===== config.mk =====
export PLATFORM = sky130hd
export DESIGN_NAME = shader_fetch_unit
export DESIGN_NICKNAME = d
export VERILOG_FILES = /design/src/rtl/shader_pkg.sv /design/src/rtl/shader_fetch_fifo.sv /design/src/rtl/shader_fetch_unit.sv
export SDC_FILE = /design/constraint.sdc
export NUM_CORES = 1
export LEC_CHECK = 0
export ABC_AREA = 1
export CELL_PAD_IN_SITES_DETAIL_PLACEMENT = 0
export CELL_PAD_IN_SITES_GLOBAL_PLACEMENT = 1
export CORE_MARGIN = 2
export CORE_UTILIZATION = 45
export CTS_CLUSTER_SIZE = 14
export DETAILED_ROUTE_END_ITERATION = 8
export HOLD_SLACK_MARGIN = 0.12
export PLACE_DENSITY_LB_ADDON = 0.1
export SLEW_MARGIN = 25
export SYNTH_ARGS = -nofsm -noshare
export SYNTH_HDL_FRONTEND = slang
export SYNTH_SLANG_ARGS = --single-unit

===== constraint.sdc =====
create_clock -name clk -period 7.4 [get_ports clk]
set_input_delay 1.48 -clock clk [delete_from_list [all_inputs] [get_ports clk]]
set_output_delay 1.48 -clock clk [all_outputs]
set_load 0.02 [all_outputs]

===== src/rtl/shader_pkg.sv =====
// Shared shader constants: datapath widths, opcode field layout and opcode values
// used by both the fetch unit and the core decoder.
package shader_pkg;

    localparam int unsigned INSTR_W    = 16;
    localparam int unsigned ADDR_W     = 4;
    localparam int unsigned IMEM_DEPTH = 16;
    localparam int unsigned FIFO_DEPTH = 4;

    localparam int unsigned OPC_MSB = 15;
    localparam int unsigned OPC_LSB = 12;
    localparam int unsigned OPC_W   = OPC_MSB - OPC_LSB + 1;

    localparam logic [OPC_W-1:0] OPCODE_NOP  = 4'h0;
    localparam logic [OPC_W-1:0] OPCODE_ADD  = 4'h1;
    localparam logic [OPC_W-1:0] OPCODE_SUB  = 4'h2;
    localparam logic [OPC_W-1:0] OPCODE_AND  = 4'h3;
    localparam logic [OPC_W-1:0] OPCODE_OR   = 4'h4;
    localparam logic [OPC_W-1:0] OPCODE_XOR  = 4'h5;
    localparam logic [OPC_W-1:0] OPCODE_LDI  = 4'h6;
    localparam logic [OPC_W-1:0] OPCODE_LD   = 4'h7;
    localparam logic [OPC_W-1:0] OPCODE_ST   = 4'h8;
    localparam logic [OPC_W-1:0] OPCODE_BEQ  = 4'h9;
    localparam logic [OPC_W-1:0] OPCODE_JMP  = 4'hA;
    localparam logic [OPC_W-1:0] OPCODE_HALT = 4'hF;

    // One prefetch buffer entry: instruction word tagged with its fetch PC.
    typedef struct packed {
        logic [ADDR_W-1:0]  pc;
        logic [INSTR_W-1:0] instr;
    } fetch_entry_t;

    function automatic logic is_halt(input logic [INSTR_W-1:0] word);
        return word[OPC_MSB:OPC_LSB] == OPCODE_HALT;
    endfunction

    function automatic logic [ADDR_W-1:0] pc_inc(input logic [ADDR_W-1:0] pc);
        return (pc == ADDR_W'(IMEM_DEPTH - 1)) ? '0 : pc + ADDR_W'(1);
    endfunction

endpackage


===== src/rtl/shader_fetch_fifo.sv =====
// Prefetch buffer: synchronous FIFO with flush; the head entry is presented
// directly from storage so it is visible the cycle after it is written.
module shader_fetch_fifo #(
    parameter int unsigned DEPTH = 4,
    parameter int unsigned WIDTH = 20
) (
    input  logic                   clk,
    input  logic                   reset,
    input  logic                   push_i,
    input  logic [WIDTH-1:0]       wdata_i,
    input  logic                   pop_i,
    input  logic                   flush_i,
    output logic [WIDTH-1:0]       rdata_o,
    output logic [$clog2(DEPTH):0] count_o,
    output logic                   empty_o,
    output logic                   full_o
);

    localparam int unsigned PTR_W = $clog2(DEPTH);
    localparam int unsigned CNT_W = PTR_W + 1;

    logic [WIDTH-1:0] mem_q [DEPTH];
    logic [WIDTH-1:0] mem_d [DEPTH];
    logic [PTR_W-1:0] wr_ptr_q, wr_ptr_d;
    logic [PTR_W-1:0] rd_ptr_q, rd_ptr_d;
    logic [CNT_W-1:0] count_q, count_d;

    // Flush wins over any same-cycle push or pop.
    always_comb begin
        mem_d    = mem_q;
        wr_ptr_d = wr_ptr_q;
        rd_ptr_d = rd_ptr_q;
        count_d  = count_q;
        if (flush_i) begin
            wr_ptr_d = '0;
            rd_ptr_d = '0;
            count_d  = '0;
        end else begin
            if (push_i) begin
                mem_d[wr_ptr_q] = wdata_i;
                wr_ptr_d        = wr_ptr_q + PTR_W'(1);
            end
            if (pop_i) begin
                rd_ptr_d = rd_ptr_q + PTR_W'(1);
            end
            count_d = count_q + CNT_W'(push_i) - CNT_W'(pop_i);
        end
    end

    always_ff @(posedge clk or posedge reset) begin
        if (reset) begin
            for (int unsigned i = 0; i < DEPTH; i++) begin
                mem_q[i] <= '0;
            end
            wr_ptr_q <= '0;
            rd_ptr_q <= '0;
            count_q  <= '0;
        end else begin
            mem_q    <= mem_d;
            wr_ptr_q <= wr_ptr_d;
            rd_ptr_q <= rd_ptr_d;
            count_q  <= count_d;
        end
    end

    assign rdata_o = mem_q[rd_ptr_q];
    assign count_o = count_q;
    assign empty_o = (count_q == '0);
    assign full_o  = (count_q == CNT_W'(DEPTH));

endmodule


===== src/rtl/shader_fetch_unit.sv =====
// Shader instruction fetch: PC generation, one-deep read pipeline into a
// credit-guarded prefetch FIFO, branch redirect flush and HALT stop.
module shader_fetch_unit
    import shader_pkg::*;
(
    input  logic               clk,
    input  logic               reset,
    output logic               imem_en,
    output logic [ADDR_W-1:0]  imem_addr,
    input  logic [INSTR_W-1:0] imem_rdata,
    output logic [INSTR_W-1:0] instr,
    output logic [ADDR_W-1:0]  instr_pc,
    output logic               instr_valid,
    input  logic               instr_ready,
    input  logic               redirect_valid,
    input  logic [ADDR_W-1:0]  redirect_pc,
    output logic               halted
);

    localparam int unsigned CNT_W = $clog2(FIFO_DEPTH) + 1;
    localparam int unsigned CRD_W = CNT_W + 1;

    logic [ADDR_W-1:0] pc_q, pc_d;
    logic [ADDR_W-1:0] fetch_pc_q, fetch_pc_d;
    logic              inflight_q, inflight_d;
    logic              halt_seen_q, halt_seen_d;
    logic              halted_q, halted_d;

    logic              issue, push, pop;
    logic [CRD_W-1:0]  credit_used;
    logic [CNT_W-1:0]  fifo_count, count_next;
    logic              fifo_empty, fifo_full;
    fetch_entry_t      push_entry, head_entry;

    // Issue only when the buffer plus the in-flight read still leave room.
    always_comb begin
        pop         = instr_valid && instr_ready;
        credit_used = CRD_W'(fifo_count) + CRD_W'(inflight_q) - CRD_W'(pop);
        issue       = !reset && !halt_seen_q && !redirect_valid
                      && (credit_used < CRD_W'(FIFO_DEPTH));
        push        = inflight_q && !redirect_valid && !halt_seen_q;
        push_entry  = '{pc: fetch_pc_q, instr: imem_rdata};

        pc_d        = pc_q;
        fetch_pc_d  = fetch_pc_q;
        inflight_d  = issue;
        halt_seen_d = halt_seen_q;
        if (redirect_valid) begin
            pc_d        = redirect_pc;
            halt_seen_d = 1'b0;
        end else begin
            if (issue) begin
                pc_d       = pc_inc(pc_q);
                fetch_pc_d = pc_q;
            end
            if (push && is_halt(imem_rdata)) begin
                halt_seen_d = 1'b1;
            end
        end

        count_next = redirect_valid ? '0
                   : fifo_count + CNT_W'(push) - CNT_W'(pop);
        halted_d   = halt_seen_d && (count_next == '0);
    end

    always_ff @(posedge clk or posedge reset) begin
        if (reset) begin
            pc_q        <= '0;
            fetch_pc_q  <= '0;
            inflight_q  <= 1'b0;
            halt_seen_q <= 1'b0;
            halted_q    <= 1'b0;
        end else begin
            pc_q        <= pc_d;
            fetch_pc_q  <= fetch_pc_d;
            inflight_q  <= inflight_d;
            halt_seen_q <= halt_seen_d;
            halted_q    <= halted_d;
        end
    end

    shader_fetch_fifo #(
        .DEPTH (FIFO_DEPTH),
        .WIDTH ($bits(fetch_entry_t))
    ) u_fifo (
        .clk     (clk),
        .reset   (reset),
        .push_i  (push),
        .wdata_i (push_entry),
        .pop_i   (pop),
        .flush_i (redirect_valid),
        .rdata_o (head_entry),
        .count_o (fifo_count),
        .empty_o (fifo_empty),
        .full_o  (fifo_full)
    );

    no_overflow: assert property (@(posedge clk) disable iff (reset)
                                  !(fifo_full && push && !pop));

    assign imem_en     = issue;
    assign imem_addr   = pc_q;
    assign instr       = head_entry.instr;
    assign instr_pc    = head_entry.pc;
    assign instr_valid = !fifo_empty;
    assign halted      = halted_q;

endmodule


==> summary.md <==
| Metric | Value |
|---|---|
| Status | `finished, final reports clean` |
| 1st-pass router iterations | `4` |
| Flop-to-flop setup slack | `4820 ps` |
| WL/cell | `14.6 um` |
| M3 GR Usage | `3.83%` |
| Synth-to-layout area growth | `13.5%` |
| Sw frac | `38.6%` |
| PD cells | `367 nW/um2` |
| Async set or reset register ratio after synthesis | `100%` |
| Grt total ovfl | `0` |
| Sequential share of power | `39.2%` |
| Slew headroom | `47.3%` |
| CP Capture Type | `output pin` |
| Die Y | `106 um` |
| Synthesis Warnings | `0` |
| Reg2Reg Depth | `15` |
| Initial antenna violation count | `0` |
| GRT Max-Usage Layer | `met2` |
| Net Count, Synth | `557` |
| Clock transition time at the flip-flop clock pins of the worst setup and hold paths | `90 ps` |
| Yosys reg bits | `98` |
| Chip width | `106 um` |
| Element type at the critical path start | `input pin` |
| Seq. cell area | `2450 um2` |
| Max-Cap Viols | `0` |
| Post-CTS Resized | `0` |
| Switch Pwr | `0.000749 W` |
| Req. time, crit path | `5920 ps` |
| Peak fanout along the critical path | `11` |
| Worst vdd ir | `0.194 mV` |
| FF-to-FF Start | `u_fifo.count_o[1]$_DFF_PP0_` |
| TritonCTS Sinks | `98` |
| Layout cells sized above 1 | `8.41%` |
| Synthesized area | `4650 um2` |
| Std cell rows | `37` |
| Final HPWL DP | `6250 um` |
| Clock latency on the worst-skew pair | `360 ps` |
| Worst Max-Slew Pin Slew | `790 ps` |
| Detailed-route via count | `3564` |
| First-pass GRT wire length | `17200 um` |
| Crit path from | `instr_ready` |
| Period minus WS final | `5640 ps` |
| Crit path capture | `imem_en` |
| TNS Setup | `0 ps` |
| Starting Density | `45.7%` |
| Netlist cell types | `25` |
| Final hold vios | `0` |
| Critical Path AT | `4160 ps` |
| H-tree levels | `3` |
| Bufs on Longest Clock Path | `2` |
| M2 GR Usage | `30.3%` |
| Final setup vio count | `0` |
| Top_reg_cell synth | `dfrtp_1` |
| 1st-iter DRT viols | `219` |
| CTS Buf Count | `9` |
| # port buffers | `50` |
| Core Area | `10200 um2` |
| Vias in the first global route | `3471` |
| Routed Antenna Nets | `0` |
| CTS tree | `built` |
| Post-Syn Area per Cell | `8.92 um2` |
| Post-CTS Setup Repair Bufs | `0` |
| Top Ports | `51` |
| Global placement routability congestion | `0.874` |
| RSZ-0062 raised after global routing | `false` |
| Post-Syn Instances | `522` |
| Multi-input logic area | `1790 um2` |
| CTS root buf | `clkbuf_8` |
| Worst clock skew | `7.45 ps` |
| Area after DPL | `5100 um2` |
| Seq/Total Area, Yosys | `52.7%` |
| N_diodes | `0` |
| Count of final max-slew check failures | `0` |
| Largest net degree at the start of global routing | `62` |
| Int Power | `0.00119 W` |
| Leakage power | `2.55 nW` |
| Die Area | `11200 um2` |
| Clock power share | `16.7%` |
| M1 GR Usage | `27.4%` |
| Comb power frac | `44.1%` |
| Hold_buf cts | `0` |
| Residual DRC count | `0` |
| Critical R2R Capture | `imem_addr[3]$_DFFE_PP0P_` |
| Peak Freq | `177 MHz` |
| Via density | `5.13` |
| Fillers | `1016` |
| Routed WL | `10100 um` |
| Post-layout instance area | `5280 um2` |
| Setup CP Type | `in2out` |
| Period Utilization, post-route | `76.2%` |
| Gr usage total | `19.5%` |
| Hold Startpoint | `u_fifo.mem_q[40]$_DFFE_PP0P_` |
| Min-delay worst type | `reg2reg` |
| Final #Nets | `589` |
| Post-synth EDFFs | `0` |
-- synth_stat cells (2+ instances only) --
| library cell | instances | share of area, % |
|---|---|---|
| clkbuf_1 | 10 | 0.81 |
| o21ai_2 | 20 | 3.8 |
| nand4_1 | 2 | 0.27 |
| ha_1 | 10 | 2.7 |
| dfrtp_1 | 98 | 53 |
| nand2_1 | 118 | 9.5 |
| nor2_1 | 49 | 4.0 |
| o21ai_0 | 49 | 5.3 |
| buf_2 | 4 | 0.43 |
| a21oi_1 | 2 | 0.22 |
| o22ai_1 | 20 | 2.7 |
| buf_6 | 15 | 3.6 |
| buf_4 | 3 | 0.48 |
| o21ai_1 | 61 | 6.6 |
| inv_1 | 39 | 3.1 |
| nand2_4 | 5 | 1.2 |
| nand3_1 | 9 | 0.97 |
-- power groups by stage --
| stage | Clock [W] | Combinational (W) | Sequential (W) |
|---|---|---|---|
| 5_1_grt | 0.000359 | 0.000947 | 0.000778 |
| 4_1_cts | 0.000337 | 0.000866 | 0.000760 |
| 3_3_place_gp | 0 | 0.000853 | 0.000767 |
| 3_5_place_dp | 0 | 0.000862 | 0.000770 |
| 2_1_floorplan | 0 | 0.000564 | 0.000755 |
| 6_report | 0.000325 | 0.000854 | 0.000760 |
-- final cells by class --
type,instances,area share (%)
clock buffer,14,3.27
clock inverter,2,0.189
inverter,42,3.15
multi-input combinational,350,33.8
sequential,98,46.4
tap,136,3.22
timing repair buffer,53,9.90
-- worst max-delay path: stages --
cell and delay [ps]:
clkdlybuf4s50_1 440, and2_1 180, ha_1 160, inv_1 60, ha_1 290, inv_1 70
nor2_1 40, nand2_1 70, nand2_1 50, nand2_1 60, nand4_1 410, inv_4 210
clkdlybuf4s50_1 620
-- cell families (layout without fill, tap and decap cells) --
| logic type | Yosys count | after routing | share of synthesized area, % |
|---|---|---|---|
| AND/OR/NAND/NOR | 186 | 186 | 16.6 |
| adder cells (fa/ha/maj) | 11 | 11 | 3.12 |
| flip-flops | 98 | 98 | 52.7 |
| AO/OA/AOI/OAI | 153 | 153 | 18.7 |
| buffers and inverters | 74 | 111 | 8.90 |
-- sequential cells by signal, indices dropped and copies added, names as in the netlist --
name and cells:
halted 1, inflight_q 1, fetch_pc_q 4, u_fifo.wr_ptr_q 2
imem_addr 4, halt_seen_q 1, u_fifo.rd_ptr_q 2, u_fifo.count_o 3
u_fifo.mem_q 80
-- how the worst min path moves through the flow --
stage,to,slack (ps),cells after the start
floorplan,fetch_pc_q[0]$_DFFE_PP0P_,450,2
global placement,u_fifo.mem_q[40]$_DFFE_PP0P_,460,2
detailed placement,u_fifo.mem_q[40]$_DFFE_PP0P_,460,2
CTS,u_fifo.mem_q[53]$_DFFE_PP0P_,480,2
global route,u_fifo.mem_q[53]$_DFFE_PP0P_,490,2
finish,u_fifo.mem_q[40]$_DFFE_PP0P_,480,2
-- stage by stage --
step	total power [W]	setup WS [ps]	std cells	hold slack [ps]	utilization (%)
2_1_floorplan	0.00132	3190	522	449	-
3_3_place_gp	0.00162	1870	679	459	50.1
3_5_place_dp	0.00163	1740	679	463	50.1
4_1_cts	0.00196	1730	695	485	51.9
5_1_grt	0.00208	1620	695	493	51.9
6_report	0.00194	1760	695	480	51.9
-- cell usage in the layout, fill, tap and decap left out, drive strengths merged, types with 3 or more instances in the layout --
cell type,synthesis,final
o21ai,130,130
nand2,123,123
dfrtp,98,98
clkdlybuf4s50,0,50
nor2,50,50
inv,42,41
o22ai,20,20
clkbuf,10,14
ha,10,10
nand3,9,9
clkinv,0,3
buf,22,3
-- metal layers --
metal	up-vias	wire [um]
li1	1770	-
met4	0	131
met5	-	0
met2	64	4750
met3	12	308
met1	1718	4950
No activity file was read; power rests on OpenSTA's default activity.
